$ cat config.mk
export PLATFORM = sky130hd
export DESIGN_NAME = mbc3_rtc_chip
export DESIGN_NICKNAME = d
export VERILOG_FILES = /design/src/rtl/mbc_pkg.sv /design/src/rtl/mbc_rtc.sv /design/src/rtl/mbc3_rtc_chip.sv
export SDC_FILE = /design/constraint.sdc
export NUM_CORES = 1
export LEC_CHECK = 0
export BUFFER_PORTS_ARGS = -buffer_cell sky130_fd_sc_hd__buf_4
export CORE_UTILIZATION = 45
export DETAILED_ROUTE_END_ITERATION = 10
export GPL_TIMING_DRIVEN = 1
export HOLD_SLACK_MARGIN = 0.1
export PLACE_DENSITY = 0.68
export SYNTH_ARGS = -nofsm -noshare
export SYNTH_HDL_FRONTEND = slang
export SYNTH_SLANG_ARGS = --single-unit
$ cat constraint.sdc
create_clock -name clk -period 4.2 [get_ports clk]
set_input_delay 0.21 -clock clk [delete_from_list [all_inputs] [get_ports clk]]
set_output_delay 0.21 -clock clk [all_outputs]
set_load 0.05 [all_outputs]
$ cat src/rtl/mbc_pkg.sv
// Shared constants for the MBC3 cartridge controller: register region decode,
// RTC register select codes, RTC field widths/limits and the latch arm states.
package mbc_pkg;

  localparam logic [1:0] RGN_ENA    = 2'b00;
  localparam logic [1:0] RGN_ROMB   = 2'b01;
  localparam logic [1:0] RGN_SEL    = 2'b10;
  localparam logic [1:0] RGN_LATCH  = 2'b11;
  localparam logic [1:0] RGN_RAMWIN = 2'b01;

  localparam logic [3:0] ENA_KEY = 4'hA;

  localparam logic [3:0] RTC_SEC = 4'h8;
  localparam logic [3:0] RTC_MIN = 4'h9;
  localparam logic [3:0] RTC_HR  = 4'hA;
  localparam logic [3:0] RTC_DL  = 4'hB;
  localparam logic [3:0] RTC_DH  = 4'hC;

  localparam int SEC_W   = 6;
  localparam int MIN_W   = 6;
  localparam int HR_W    = 5;
  localparam int DAY_W   = 9;
  localparam int SEC_LIM = 60;
  localparam int MIN_LIM = 60;
  localparam int HR_LIM  = 24;
  localparam int DAY_LIM = 512;

  typedef enum logic {
    LATCH_IDLE  = 1'b0,
    LATCH_ARMED = 1'b1
  } latch_st_e;

endpackage

$ cat src/rtl/mbc_rtc.sv
// MBC3 real-time clock: prescaler, live counters, 00->01 latch sequence and
// register access. Build with MBC_RTC_HALT_EN to make the DH halt bit live.
module mbc_rtc
  import mbc_pkg::*;
#(
  parameter int CLK_HZ = 4194304
) (
  input  logic       clk,
  input  logic       rst,
  input  logic       i_latch_we,
  input  logic       i_reg_we,
  input  logic [3:0] i_sel,
  input  logic [7:0] i_wdata,
  output logic [7:0] o_rdata
);

  localparam int PW = (CLK_HZ > 1) ? $clog2(CLK_HZ) : 1;

  logic [PW-1:0]    r_presc;
  logic [SEC_W-1:0] r_sec, r_l_sec;
  logic [MIN_W-1:0] r_min, r_l_min;
  logic [HR_W-1:0]  r_hr, r_l_hr;
  logic [DAY_W-1:0] r_day, r_l_day;
  logic             r_carry, r_l_carry;
  logic             r_halt, r_l_halt;
  latch_st_e        r_latch_st, w_latch_nx;
  logic             w_do_latch;

  logic w_tick;
  logic w_sec_wrap, w_min_wrap, w_hr_wrap, w_day_wrap;
  logic w_c_min, w_c_hr, w_c_day;

  assign w_tick     = (r_presc == PW'(CLK_HZ - 1)) && !r_halt;
  assign w_sec_wrap = (r_sec == SEC_W'(SEC_LIM - 1));
  assign w_min_wrap = (r_min == MIN_W'(MIN_LIM - 1));
  assign w_hr_wrap  = (r_hr  == HR_W'(HR_LIM - 1));
  assign w_day_wrap = (r_day == DAY_W'(DAY_LIM - 1));
  // Out-of-range values fall through to a plain modulo increment with no carry.
  assign w_c_min = w_sec_wrap;
  assign w_c_hr  = w_c_min & w_min_wrap;
  assign w_c_day = w_c_hr & w_hr_wrap;

  always_ff @(posedge clk or posedge rst) begin
    if (rst) begin
      r_latch_st <= LATCH_IDLE;
    end else begin
      r_latch_st <= w_latch_nx;
    end
  end

  always_comb begin
    w_latch_nx = r_latch_st;
    w_do_latch = 1'b0;
    if (i_latch_we) begin
      w_latch_nx = (i_wdata == 8'h00) ? LATCH_ARMED : LATCH_IDLE;
      w_do_latch = (r_latch_st == LATCH_ARMED) && (i_wdata == 8'h01);
    end
  end

  always_ff @(posedge clk or posedge rst) begin
    if (rst) begin
      r_presc   <= '0;
      r_sec     <= '0;
      r_min     <= '0;
      r_hr      <= '0;
      r_day     <= '0;
      r_carry   <= 1'b0;
      r_halt    <= 1'b0;
      r_l_sec   <= '0;
      r_l_min   <= '0;
      r_l_hr    <= '0;
      r_l_day   <= '0;
      r_l_carry <= 1'b0;
      r_l_halt  <= 1'b0;
    end else begin
      if (!r_halt) r_presc <= w_tick ? '0 : r_presc + PW'(1);
      if (w_tick) begin
        r_sec <= w_sec_wrap ? '0 : r_sec + SEC_W'(1);
        if (w_c_min) r_min <= w_min_wrap ? '0 : r_min + MIN_W'(1);
        if (w_c_hr)  r_hr  <= w_hr_wrap ? '0 : r_hr + HR_W'(1);
        if (w_c_day) begin
          r_day <= w_day_wrap ? '0 : r_day + DAY_W'(1);
          if (w_day_wrap) r_carry <= 1'b1;
        end
      end
      // Latched copy takes the pre-tick values of this same edge.
      if (w_do_latch) begin
        r_l_sec   <= r_sec;
        r_l_min   <= r_min;
        r_l_hr    <= r_hr;
        r_l_day   <= r_day;
        r_l_carry <= r_carry;
        r_l_halt  <= r_halt;
      end
      // Register writes come last so they override the tick for their field.
      if (i_reg_we) begin
        case (i_sel)
          RTC_SEC: begin
            r_sec   <= i_wdata[SEC_W-1:0];
            r_presc <= '0;
          end
          RTC_MIN: r_min <= i_wdata[MIN_W-1:0];
          RTC_HR:  r_hr  <= i_wdata[HR_W-1:0];
          RTC_DL:  r_day[7:0] <= i_wdata;
          RTC_DH: begin
            r_day[8] <= i_wdata[0];
            if (!i_wdata[7]) r_carry <= 1'b0;
`ifdef MBC_RTC_HALT_EN
            r_halt <= i_wdata[6];
`endif
          end
          default: ;
        endcase
      end
    end
  end

  always_comb begin
    o_rdata = 8'h00;
    case (i_sel)
      RTC_SEC: o_rdata = 8'(r_l_sec);
      RTC_MIN: o_rdata = 8'(r_l_min);
      RTC_HR:  o_rdata = 8'(r_l_hr);
      RTC_DL:  o_rdata = r_l_day[7:0];
      RTC_DH:  o_rdata = {r_l_carry, r_l_halt, 5'b0, r_l_day[8]};
      default: o_rdata = 8'h00;
    endcase
  end

endmodule

$ cat src/rtl/mbc3_rtc_chip.sv
// MBC3 cartridge controller top: bank registers, ROM/RAM/RTC address mapping and
// write falling-edge detection. Optional DH halt bit via MBC_RTC_HALT_EN.
module mbc3_rtc_chip
  import mbc_pkg::*;
#(
  parameter int ROM_BANK_W = 7,
  parameter int RAM_BANK_W = 2,
  parameter int CLK_HZ     = 4194304
) (
  input  logic                    clk,
  input  logic                    reset,
  input  logic                    ics_rom,
  input  logic                    ics_ram,
  input  logic [14:0]             iadr,
  input  logic [7:0]              data,
  input  logic                    write,
  input  logic [3:0]              rom_size,
  input  logic [1:0]              ram_size,
  output logic [14+ROM_BANK_W-1:0] oadr,
  output logic                    sel_rom,
  output logic                    sel_ram,
  output logic                    sel_rtc,
  output logic [7:0]              rtc_dout
);

  localparam int AW = 14 + ROM_BANK_W;
  localparam int RW = 13 + RAM_BANK_W;

  logic                  r_pwrite;
  logic                  r_ena;
  logic [ROM_BANK_W-1:0] r_rbank;
  logic [3:0]            r_sel;

  logic                  w_commit;
  logic                  w_ram_win;
  logic                  w_sel_is_ram;
  logic                  w_sel_is_rtc;
  logic                  w_latch_we;
  logic                  w_reg_we;
  logic [ROM_BANK_W-1:0] w_bank;
  logic [AW-1:0]         w_rom_mask;
  logic [AW-1:0]         w_rom_adr;
  logic [RW-1:0]         w_ram_mask;
  logic [RW-1:0]         w_ram_adr;
  logic [7:0]            w_rtc_rd;

  // Writes commit on the clock edge that first sees the strobe low again.
  assign w_commit = r_pwrite & ~write;

  always_ff @(posedge clk or posedge reset) begin
    if (reset) begin
      r_pwrite <= 1'b0;
      r_ena    <= 1'b0;
      r_rbank  <= '0;
      r_sel    <= '0;
    end else begin
      r_pwrite <= write;
      if (w_commit && ics_rom) begin
        case (iadr[14:13])
          RGN_ENA:  r_ena   <= (data[3:0] == ENA_KEY);
          RGN_ROMB: r_rbank <= data[ROM_BANK_W-1:0];
          RGN_SEL:  r_sel   <= data[3:0];
          default: ;
        endcase
      end
    end
  end

  assign w_ram_win    = ics_ram && (iadr[14:13] == RGN_RAMWIN);
  assign w_sel_is_ram = ({28'd0, r_sel} < (32'd1 << RAM_BANK_W));
  assign w_sel_is_rtc = (r_sel >= RTC_SEC) && (r_sel <= RTC_DH);
  assign w_latch_we   = w_commit && ics_rom && (iadr[14:13] == RGN_LATCH);
  assign w_reg_we     = w_commit && w_ram_win && w_sel_is_rtc && r_ena;

  // Upper ROM window never maps bank 0; every other value maps straight through.
  assign w_bank     = iadr[14] ? ((r_rbank == '0) ? ROM_BANK_W'(1) : r_rbank) : '0;
  assign w_rom_mask = AW'((32'h8000 << rom_size) - 32'd1);
  assign w_rom_adr  = {w_bank, iadr[13:0]} & w_rom_mask;

  always_comb begin
    w_ram_mask = '0;
    case (ram_size)
      2'd0:    w_ram_mask = '0;
      2'd1:    w_ram_mask = RW'(32'h07FF);
      2'd2:    w_ram_mask = RW'(32'h1FFF);
      default: w_ram_mask = RW'(32'h7FFF);
    endcase
  end

  assign w_ram_adr = {r_sel[RAM_BANK_W-1:0], iadr[12:0]} & w_ram_mask;

  assign oadr     = ics_rom ? w_rom_adr : AW'(w_ram_adr);
  assign sel_rom  = ics_rom & ~reset;
  assign sel_ram  = w_ram_win & w_sel_is_ram & r_ena & (|ram_size) & ~reset;
  assign sel_rtc  = w_ram_win & w_sel_is_rtc & r_ena & ~reset;
  assign rtc_dout = reset ? 8'h00 : w_rtc_rd;

  mbc_rtc #(
    .CLK_HZ(CLK_HZ)
  ) u_rtc (
    .clk       (clk),
    .rst       (reset),
    .i_latch_we(w_latch_we),
    .i_reg_we  (w_reg_we),
    .i_sel     (r_sel),
    .i_wdata   (data),
    .o_rdata   (w_rtc_rd)
  );

endmodule

# After elaboration in Yosys (flattened, before gate mapping)
# Index checks and enable logic that the tools add are counted.
[totals]
output_inout_bits = 32
wordCells = 115
inputBits = 34
register_bits = 91
[op_classes]
n_addsub = 6
shifts = 1
n_eq_ne = 17
bitwise_logic = 15
muxes = 38
magnitude_cmp = 3
n_reduce_logical = 18
[op_table]
columns = ["operator", "n"]
rows = [
  ["$mux W22", 4],
  ["$mux W6", 9],
  ["$pmux W15 S3", 1],
  ["$pmux W8 S5", 1],
  ["$mux W9", 4],
  ["$mux W5", 5],
  ["$eq A4 B4 Y1 const B", 6],
  ["$add A22 B1 Y22 const B", 1],
  ["$eq A22 B22 Y1 const B", 1],
  ["$and A21 B21 Y21", 1],
  ["$mux W21", 1],
  ["$shl A16 B4 Y21 const A", 1],
  ["$sub A21 B1 Y21 const B", 1],
  ["$mux W8", 2],
  ["$and A15 B15 Y15", 1],
  ["$mux W7", 2],
  ["$add A6 B1 Y6 const B", 2],
  ["$eq A6 B6 Y1 const B", 2],
  ["$and A1 B1 Y1", 11],
  ["$add A9 B1 Y9 const B", 1],
  ["$eq A9 B9 Y1 const B", 1],
  ["$logic_and A1 B1 Y1", 9],
  ["$mux W1", 9],
  ["$eq A8 B1 Y1 const B", 1],
  ["other kinds (14)", 21],
]

# Logic depth before layout (Yosys ltp)
[depth]
depth_word = 8
ltp_mapped = 5
ltp_nobuf = 5

# By module
# Synthesis repeated with hierarchy kept, for this count alone.
[unflattened]
cells_unflattened = 249
area_unflattened_um2 = 3420.8
[by_module_without_submodules]
columns = ["mod", "area_per_inst_um2", "seq_area_each_um2", "cells_per_inst", "n_inst"]
rows = [
  ["mbc_rtc", 2447.3, 1376.3, 155, 1],
  ["mbc3_rtc_chip", 973.4, 325.3, 94, 1],
]

# Worst setup path after synthesis
# OpenSTA, ideal clock, no wires.
[synth_path]
path_type = "in2out"
startpoint = "in reset"
endpoint = "out rtc_dout[0]"
required_time_ns = 3.990
stages = 3
path_slack_ns = 0.967
path_buffers = 0
arrival_ns = 3.023
path_cell_list = "inv_1 > nand3_1 > a21oi_1"
[synth_via]
elab_chain_len = 1
[synth_rtl]
columns = ["item", "line", "rtl"]
rows = [
  ["start: declaration", "mbc3_rtc_chip.sv:11", "input logic reset,"],
  ["$mux W8", "mbc3_rtc_chip.sv:96", "assign rtc_dout = reset ? 8'h00 : w_rtc_rd;"],
  ["end: declaration", "mbc3_rtc_chip.sv:23", "output logic [7:0] rtc_dout"],
]
# No other way between the ends.

# Final worst setup path
[layout_path]
startpoint = "reg r_sel[0]"
endpoint = "out rtc_dout[4]"
[layout_via]
elab_chain_len = 3
elab_cells_between_ends = 7
classes_between = "eq/ne: 5; mux: 2"
[layout_rtl]
columns = ["item", "line", "rtl"]
rows = [
  ["start: declaration", "mbc3_rtc_chip.sv:32", "logic [3:0] r_sel;"],
  ["start signal: assignment", "mbc3_rtc_chip.sv:62", "RGN_SEL: r_sel <= data[3:0];"],
  ["$eq A4 B4 Y1", "mbc_rtc.sv:120", "case (i_sel)"],
  ["$pmux W8 S5 *", "mbc_rtc.sv:120", ""],
  ["$mux W8 *", "mbc3_rtc_chip.sv:96", ""],
]
# Every way passes the cells marked *; elsewhere a longest branch is shown, timed or not.

==> summary.md <==
| Metric | Value |
|---|---|
| Status | finished clean |
| Area Overhead vs Synth | 24.1% |
| Endpoint type of the worst setup path | output pin |
| Final slew viol count | 0 |
| Max Clk Rate | 418 MHz |
| CTS Sinks | 68 |
| Clk_lat worst skew | 0.34 ns |
| Share of cells above drive strength 1 | 0.478 |
| Fin. Hold Viols | 0 |
| DRC viols | 0 |
| Die Area | 7530 um^2 |
| Number of routed nets with antenna violations | 0 |
| Root buffer cell | clkbuf_8 |
| EDFF count, synth | 0 |
| Synth top area share | 0.526 |
| GP Congestion | 0.730 |
| Synth async-reset ratio | 1.00 |
| Netlist cell types | 38 |
| Fillers | 592 |
| Critical R2R Capture | u_rtc.r_day[2]$_DFFE_PP0P_ |
| CP startpoint kind | flop |
| Seq/Total Area, Yosys | 0.526 |
| Design Area, Final | 4010 um^2 |
| DR pass1 iterations | 4 |
| Period Utilization, post-route | 0.569 |
| Maximum VDD drop | 0.287 mV |
| Unrepaired setup endpoints after global routing | false |
| Vias in the first global route | 2,110 |
| # IOs | 66 |
| # setup viols final | 0 |
| Most common cell in the netlist | dfrtp_1 |
| Hold crit path type | input port to flop |
| Crit path DAT | 2.18 ns |
| Net Sw Power | 0.000420 W |
| Worst endpoint required time | 3.99 ns |
| Site Rows | 30 |
| Sum Neg Setup Slack | 0 ns |
| Clock Pin Slew Worst Setup and Hold Paths | 0.07 ns |
| Crit Path Class | flop to output pin |
| Final #Nets | 352 |
| Top post-synthesis cells by count | 68 x dfrtp_1, 66 x mux2_2, 13 x nor2b_1 |
| CTS Buffer Depth | 2 |
| Setup Fix Bufs, Post-CTS | 0 |
| Flop and latch count out of synthesis | 68 |
| Sequential share of power | 0.491 |
| PortBufs | 65 |
| Pre-CTS setup slack | 2.07 ns |
| Tmin final | 2.39 ns |
| Post-CTS Hold Fix Bufs | 1 |
| PD cells | 371 nW/um^2 |
| Syn_nets | 284 |
| Top post-synthesis cells by area | dfrtp_1 53%, mux2_2 23%, mux2i_1 2.8% |
| Post-cts repair resize count | 0 |
| Initial drt markers | 123 |
| Clock Power Share | 0.360 |
| Syn_area_per_cell | 13.0 um^2 |
| Reg2Reg Depth | 2 |
| Leak Pwr | 1.95 nW |
| Syn Inst Count | 249 |
| Core area | 6870 um^2 |
| Logic gate share of total power | 0.149 |
| Via count | 2,208 |
| Sw Share | 0.283 |
| Largest net degree at the start of global routing | 70 |
| Max-cap violations | 0 |
| Via density | 5.28 |
| Fin worst setup slack | 1.81 ns |
| Flop2flop setup slack | 2.09 ns |
| Starting Density | 0.471 |
| GR Overflow Total | 0 |
| Worst R2R Start | r_sel[0]$_DFFE_PP0P_ |
| Ys flop type | dfrtp_1 |
| Mapped Area | 3230 um^2 |
| Dpl cell area | 3800 um^2 |
| Worst slew pin tran | 1.13 ns |
| Max_slew headroom | 0.242 |
| DP HPWL | 4970 um |
| Critical path origin | r_sel[0]$_DFFE_PP0P_ |
| CTS tree | yes |
| H-tree Lvls | 3 |
| GRT Overall Usage | 0.203 |
| Number of CTS-inserted buffers | 9 |
| CP Max Fanout | 22 |
| Chip Width | 86.8 um |
| Diodes inserted | 0 |
| Worst Skew | 0.00837 ns |
| First-pass GRT wire length | 11,200 um |
| Routed WL per cell | 17.3 um |
| Critical Path End | rtc_dout[4] |
| Initial antenna violation count | 0 |
| Dominant cell type by area after synthesis | dfrtp_1 |
| YS warnings | 1 |
| Die span in y | 86.8 um |
| Routed Wire Length | 7220 um |
| Internal | 0.00107 W |
## area by class of cell
| type | count | area [um^2] | share of cell area |
|---|---|---|---|
| Inverter | 3 | 11.3 | 0.00281 |
| Clock inverter | 6 | 63.8 | 0.0159 |
| Timing Repair Buffer | 68 | 513 | 0.128 |
| Multi-Input combinational cell | 167 | 1460 | 0.365 |
| Sequential cell | 68 | 1700 | 0.424 |
| Tap cell | 96 | 120 | 0.0299 |
| Clock buffer | 10 | 138 | 0.0343 |
## worst min path at each step
stage                       start                      to  slack, ns  depth (start not counted)
final                     data[6]  r_rbank[6]$_DFFE_PP0P_       0.13                          2
after global routing      data[6]  r_rbank[6]$_DFFE_PP0P_       0.11                          2
after CTS                 data[6]  r_rbank[6]$_DFFE_PP0P_       0.11                          2
after detailed placement    write      r_pwrite$_DFF_PP0_       0.35                          1
after global placement      write      r_pwrite$_DFF_PP0_       0.35                          1
after floorplan             write      r_pwrite$_DFF_PP0_       0.24                          0
## cell usage in the layout (no fill, tap or decap), types with 2 or more instances in the layout
| cell type | instances |
|---|---|
| nor2b_1 | 13 |
| and4b_1 | 4 |
| nand3b_1 | 3 |
| nor4bb_1 | 5 |
| nor3_1 | 3 |
| a21oi_1 | 5 |
| nand4_1 | 3 |
| clkinvlp_4 | 2 |
| o21ai_0 | 5 |
| clkbuf_8 | 10 |
| nor3b_1 | 5 |
| buf_4 | 67 |
| nor2_1 | 12 |
| nor4b_1 | 2 |
| nand2_1 | 3 |
| o21a_1 | 3 |
| mux2i_1 | 9 |
| o22a_1 | 4 |
| clkinv_2 | 2 |
| nand3_1 | 6 |
| mux2_2 | 66 |
| inv_1 | 2 |
| dfrtp_1 | 68 |
## stage by stage
step	utilization	std cells	hold slack, ns	power [W]
floorplan	-	249	0.241	0.000880
global placement	0.553	401	0.350	0.000960
finish	0.584	418	0.129	0.00149
detailed placement	0.553	401	0.350	0.000963
CTS	0.584	418	0.110	0.00150
global route	0.584	418	0.113	0.00155
## power groups by stage
stage | sequential, W | combinational (W) | clock (W)
global route | 0.000737 | 0.000236 | 0.000575
floorplan | 0.000708 | 0.000172 | 0
global placement | 0.000740 | 0.000220 | 0
detailed placement | 0.000742 | 0.000222 | 0
CTS | 0.000729 | 0.000223 | 0.000550
finish | 0.000730 | 0.000221 | 0.000536
## layer usage
metal  wire length (um)  share of wire  up-vias  GRT usage
met2               3510           0.49       32      0.307
met5                  0              0        -          0
li1                   -              -     1055          -
met1               3390           0.47     1114      0.286
met3                220          0.030        7     0.0467
met4                102          0.014        0     0.0758
## flip-flops by register name (all words and copies together) (netlist names)
signal / cells
u_rtc.r_day: 9
u_rtc.r_l_day: 9
r_rbank: 7
u_rtc.r_l_min: 6
u_rtc.r_l_sec: 6
u_rtc.r_min: 6
u_rtc.r_sec: 6
u_rtc.r_hr: 5
u_rtc.r_l_hr: 5
r_sel: 4
r_ena: 1
r_pwrite: 1
u_rtc.r_carry: 1
u_rtc.r_l_carry: 1
u_rtc.r_latch_st: 1
## critical path: stages, from the launching register on
cell,delay [ns]
dfrtp_1,0.70
o21ai_0,0.29
nand3_1,0.33
nor2_1,0.28
buf_4,0.24
## logic make-up after synthesis
group | Yosys count | share of synthesized area
buffers and inverters | 14 | 0.0209
muxes | 76 | 0.261
DFF | 68 | 0.526
xor gates and xnor gates | 1 | 0.00271
and+or+nand+nor | 69 | 0.145
adders and majority gates | 1 | 0.00387
AOI/OAI and AO/OA | 20 | 0.0402
Power figures use the tool's default switching activity.
